--- src/rtl/wb_trace_serializer.sv ---
// Dual-writeback trace FIFO: qualifies up to two register-file writes per cycle,
// queues them in channel order, and counts retired instructions.
module wb_trace_serializer #(
  parameter int DEPTH = 8
) (
  input  logic                     sys_clk,
  input  logic                     resetn,
  input  logic                     wb0_en,
  input  logic [4:0]               wb0_rd,
  input  logic [31:0]              wb0_wdata,
  input  logic [31:0]              wb0_pc,
  input  logic                     wb1_en,
  input  logic [4:0]               wb1_rd,
  input  logic [31:0]              wb1_wdata,
  input  logic [31:0]              wb1_pc,
  input  logic [1:0]               retire_cnt,
  input  logic                     out_ready,
  output logic                     out_valid,
  output logic [31:0]              out_pc,
  output logic [4:0]               out_rd,
  output logic [31:0]              out_wdata,
  output logic [$clog2(DEPTH):0]   level,
  output logic                     overflow,
  output logic [31:0]              inst_cnt
);

  localparam int PW = $clog2(DEPTH);
  localparam int LW = PW + 1;

  logic [31:0]   r_pc_mem    [DEPTH];
  logic [4:0]    r_rd_mem    [DEPTH];
  logic [31:0]   r_wdata_mem [DEPTH];
  logic [PW-1:0] r_wr_ptr;
  logic [PW-1:0] r_rd_ptr;
  logic [LW-1:0] r_level;
  logic          r_overflow;
  logic [31:0]   r_inst_cnt;

  logic          w_q0;
  logic          w_q1;
  logic [1:0]    w_num_q;
  logic [LW-1:0] w_free;
  logic          w_drop;
  logic [1:0]    w_push_cnt;
  logic          w_pop;
  logic [31:0]   w_s0_pc;
  logic [4:0]    w_s0_rd;
  logic [31:0]   w_s0_wdata;
  logic [1:0]    w_add;
  logic [32:0]   w_sum;

  always_comb begin
    w_q0       = wb0_en && (wb0_rd != 5'd0);
    w_q1       = wb1_en && (wb1_rd != 5'd0);
    w_num_q    = {1'b0, w_q0} + {1'b0, w_q1};
    // Room is judged on the start-of-cycle level; a pop this cycle does not help.
    w_free     = LW'(DEPTH) - r_level;
    w_drop     = LW'(w_num_q) > w_free;
    w_push_cnt = w_drop ? w_free[1:0] : w_num_q;
    w_pop      = (r_level != '0) && out_ready;
    // First write slot takes channel 0 when it qualifies, else channel 1.
    w_s0_pc    = w_q0 ? wb0_pc    : wb1_pc;
    w_s0_rd    = w_q0 ? wb0_rd    : wb1_rd;
    w_s0_wdata = w_q0 ? wb0_wdata : wb1_wdata;
    w_add      = (retire_cnt == 2'd3) ? 2'd2 : retire_cnt;
    w_sum      = {1'b0, r_inst_cnt} + 33'(w_add);
  end

  // Storage carries no reset; validity is tracked by the level counter alone.
  always_ff @(posedge sys_clk) begin
    if (w_push_cnt != 2'd0) begin
      r_pc_mem[r_wr_ptr]    <= w_s0_pc;
      r_rd_mem[r_wr_ptr]    <= w_s0_rd;
      r_wdata_mem[r_wr_ptr] <= w_s0_wdata;
    end
    if (w_push_cnt == 2'd2) begin
      r_pc_mem[r_wr_ptr + PW'(1)]    <= wb1_pc;
      r_rd_mem[r_wr_ptr + PW'(1)]    <= wb1_rd;
      r_wdata_mem[r_wr_ptr + PW'(1)] <= wb1_wdata;
    end
  end

  always_ff @(posedge sys_clk) begin
    if (!resetn) begin
      r_wr_ptr   <= '0;
      r_rd_ptr   <= '0;
      r_level    <= '0;
      r_overflow <= 1'b0;
      r_inst_cnt <= '0;
    end else begin
      r_wr_ptr   <= r_wr_ptr + PW'(w_push_cnt);
      r_rd_ptr   <= r_rd_ptr + PW'(w_pop);
      r_level    <= r_level + LW'(w_push_cnt) - LW'(w_pop);
      r_overflow <= r_overflow | w_drop;
      r_inst_cnt <= w_sum[32] ? 32'hFFFF_FFFF : w_sum[31:0];
    end
  end

  assign out_valid = (r_level != '0);
  assign out_pc    = out_valid ? r_pc_mem[r_rd_ptr]    : 32'd0;
  assign out_rd    = out_valid ? r_rd_mem[r_rd_ptr]    : 5'd0;
  assign out_wdata = out_valid ? r_wdata_mem[r_rd_ptr] : 32'd0;
  assign level     = r_level;
  assign overflow  = r_overflow;
  assign inst_cnt  = r_inst_cnt;

endmodule
--- config.mk ---
export PLATFORM = sky130hd
export DESIGN_NAME = wb_trace_serializer
export DESIGN_NICKNAME = d
export VERILOG_FILES = /design/src/rtl/wb_trace_serializer.sv
export SDC_FILE = /design/constraint.sdc
export NUM_CORES = 1
export LEC_CHECK = 0
export ABC_CLOCK_PERIOD_IN_PS = 13100
export CAP_MARGIN = 20
export CORE_ASPECT_RATIO = 0.6
export CORE_UTILIZATION = 55
export DETAILED_ROUTE_END_ITERATION = 10
export HOLD_SLACK_MARGIN = 0.08
export PLACE_DENSITY = 0.84
export SYNTH_ARGS = -nofsm -noshare
export SYNTH_HDL_FRONTEND = slang
export SYNTH_SLANG_ARGS = --single-unit
--- constraint.sdc ---
create_clock -name sys_clk -period 13.1 [get_ports sys_clk]
set_clock_uncertainty 0.05 [all_clocks]
set_input_delay 1.31 -clock sys_clk [delete_from_list [all_inputs] [get_ports sys_clk]]
set_output_delay 1.31 -clock sys_clk [all_outputs]
set_load 0.02 [all_outputs]
==> flow_summary.yaml <==
outcome:
  status: "finished clean"
power:
  power.internal_uw: 4580
  power_switching_uw: 2210
  comb_power_share_pct: 36.8
  peakVddDrop_mv: 0.123
  clkPwrFrac_pct: 23.7
  p_seq_share_pct: 39.6
  p_leak_uw: 0.0124
  switching_share_pct: 32.6
  p_per_area_nw_per_um2: 186
floorplan:
  dieHeight_microns: 188
  boundaryPins: 252
  row_count: 67
  die_x_microns: 312
  coreArea_sq_um: 56400
  dieArea_sq_um: 58700
  initial_core_util_pct: 56.3
detailed_routing:
  wl_microns: 78400
  ant_nets: 0
  wl_per_cell_microns: 27.1
  drt_iter0_drc: 1755
  drc: 0
  vias: 18520
  via_per_inst: 6.40
  drt-pass1-iter-count: 5
logic_synthesis:
  synth.ff_latch_count: 595
  synthDistinctLibCells: 58
  seq_area_frac_synth_pct: 54.9
  synth_common_cells: "edfxtp_1 (552), mux2_2 (463), mux2_4 (146)"
  synth_top_cell_area_share_pct: 52.2
  syn-num-nets: 2039
  yosys.area.top_type: "edfxtp_1"
  syn_inst: 1877
  synthArstFlopShare_pct: 0
  synth.most_common_cell: "edfxtp_1"
  synth_enable_flop_cells: 552
  synthTopCellsByArea: "edfxtp_1 (52%), mux2_2 (16%), mux4_2 (9.8%)"
  syn-cell-area_sq_um: 31800
  synthFlopType: "edfxtp_1"
  syn_avg_cell_area_sq_um: 16.9
  yosysWarnings: 0
place:
  place_inst: 2790
  numPortBuffers: 251
  place.gp.congestion: 0.826
  dp_hpwl_microns: 45700
worst_setup_path:
  crit_chain: "clkdlybuf4s50_1 -> or4_1 -> o21ai_4 -> inv_1 -> ha_1 -> xor2_1 -> o211ai_2 -> nand4b_1 -> a221o_1 -> o21ai_4 -> buf_4"
  cp.arrival_ns: 6.93
  reg2reg_from: "level[0]"
  end_kind: "register"
  cp_common_cell: "o21ai_4"
  slowest_delay_ns: 0.89
  path_delay_family: "compound AO/OA/AOI/OAI gates"
  cp-start-kind: "input port"
  worstPathRequired_ns: 13.26
  r2r_cells: 8
  crit_path_max_fanout: 53
  crit_type: "input port to register"
  crit_buf_inv: 3
  crit_path_top_delay_cell: "buf_4"
  cp.depth: 11
  startpoint: "wb0_rd[3]"
clock_tree:
  cts_resized: 0
  cts_tree: "yes"
  clockBufferDepth: 3
  cts_setup_buffers: 0
  cts.sinks: 595
  cts-htree-levels: 2
  clk_pin_slew_ns: 0.06
  insertion_delay_ns: 0.59
  hold_buffers: 0
  cts-root-buf: "clkbuf_16"
  cts_buffers: 54
layout:
  antenna_cells: 0
  area_growth_syn_to_layout_pct: 15.1
  multi_input_area_sq_um: 13500
  instances_no_fill: 2892
  fillers: 3819
  nets: 2254
  regArea_sq_um: 17400
  drive_gt1_share_pct: 42.0
global_routing:
  grt_max_degree: 71
  grt_pass1_vias: 19088
  grt.total_usage_pct: 26.4
  grt_pass1_wl_microns: 118000
  antenna_found_initial: 1
  gr-total-overflow: 0
sta:
  rsz0062_at_grt: "false"
  fin_crit_sh_pct: 51.7
  max_slew.worst_pin.slew_ns: 1.17
  fin_tns_setup_ns: 0
  hold_violations: 0
  slew_headroom_pct: 22.2
  slew_viol_final: 0
  setup_violations: 0
  finalCriticalPeriod_ns: 6.77
  max_freq_ghz: 0.148
hold_path:
  whs_path_depth: 2
  hp-class: "register to register"
  worst_hold_startpoint: "inst_cnt[23]"
flow_run:
  maxCapViolations: 0
-- cells in the final DEF, fill, tap and decap left out, drive strengths merged, types with 13 or more instances in the layout --
master           n
a21oi           29
buf             35
clkbuf          71
clkdlybuf4s50  251
clkinv          17
dfxtp           43
edfxtp         552
ha              14
inv             19
mux2           617
mux2i           69
mux4           138
nand2           27
nand3           13
nand4           13
nor2            83
xnor2           14
xor2            16
-- registers in the layout, indices dropped and copies added (netlist names) --
register	cells
r_wr_ptr	3
level	4
overflow	1
r_rd_ptr	3
r_wdata_mem	256
r_pc_mem	256
inst_cnt	32
r_rd_mem	40
-- final timing paths --
kind                        endpoint  slack [ns]
setup / recovery  r_wdata_mem[7][21]        6.33
hold / removal          inst_cnt[23]        0.49
setup reg to reg  r_wdata_mem[7][21]        8.28
hold reg to reg         inst_cnt[23]        0.49
-- layout make-up --
type / count / area share, %
tap: 759 / 2.60
sequential: 595 / 47.7
multi-input combinational: 1136 / 36.8
timing repair buffer: 287 / 7.84
inverter: 18 / 0.185
clock inverter: 27 / 0.688
clock buffer: 70 / 4.15
-- cells by family after synthesis --
group	Yosys count	share of synthesized area (%)
buffers and inverters	146	3.15
muxes	824	35.6
DFF	595	54.9
and+or+nand+nor	192	2.99
xor gates and xnor gates	30	0.875
adders and majority gates	17	0.741
AOI/OAI and AO/OA	73	1.77
-- power groups by stage --
stage	clock network [uW]	registers, uW	logic, uW
finish	1610	2690	2500
global route	1690	2720	2640
CTS	1620	2690	2510
detailed placement	0	2730	2490
global placement	0	2700	2450
floorplan	0	2710	1610
-- per-layer routing --
layer	vias up	part of all wire (%)	global-route usage (%)
li1	7924	-	-
met1	9610	42	37.8
met2	874	47	42.4
met3	112	8.5	4.45
met4	0	2.1	6.30
met5	-	0	0
-- per-stage QoR --
stage | hold slack [ns] | utilization (%) | worst slack, ns | cell area, sq um | total power [uW]
floorplan | 0.472 | - | 3.61 | 31800 | 4320
global placement | 0.456 | 61.4 | 5.84 | 34700 | 5150
detailed placement | 0.479 | 61.5 | 5.70 | 34700 | 5220
CTS | 0.495 | 64.6 | 6.29 | 36500 | 6810
global route | 0.533 | 64.8 | 6.03 | 36600 | 7040
finish | 0.487 | 64.8 | 6.33 | 36600 | 6790
-- worst reg2reg max path: cells and delay by family (launching register included) --
kind / cells / cell delay, ns
AO/OA/AOI/OAI: 3 / 1.57
XOR/XNOR: 1 / 0.23
AND/OR/NAND/NOR: 1 / 0.51
adder cells (fa/ha/maj): 1 / 0.46
flip-flops: 1 / 0.53
buffers and inverters: 2 / 1.03
Note: power is estimated with default switching activity, not from simulation.
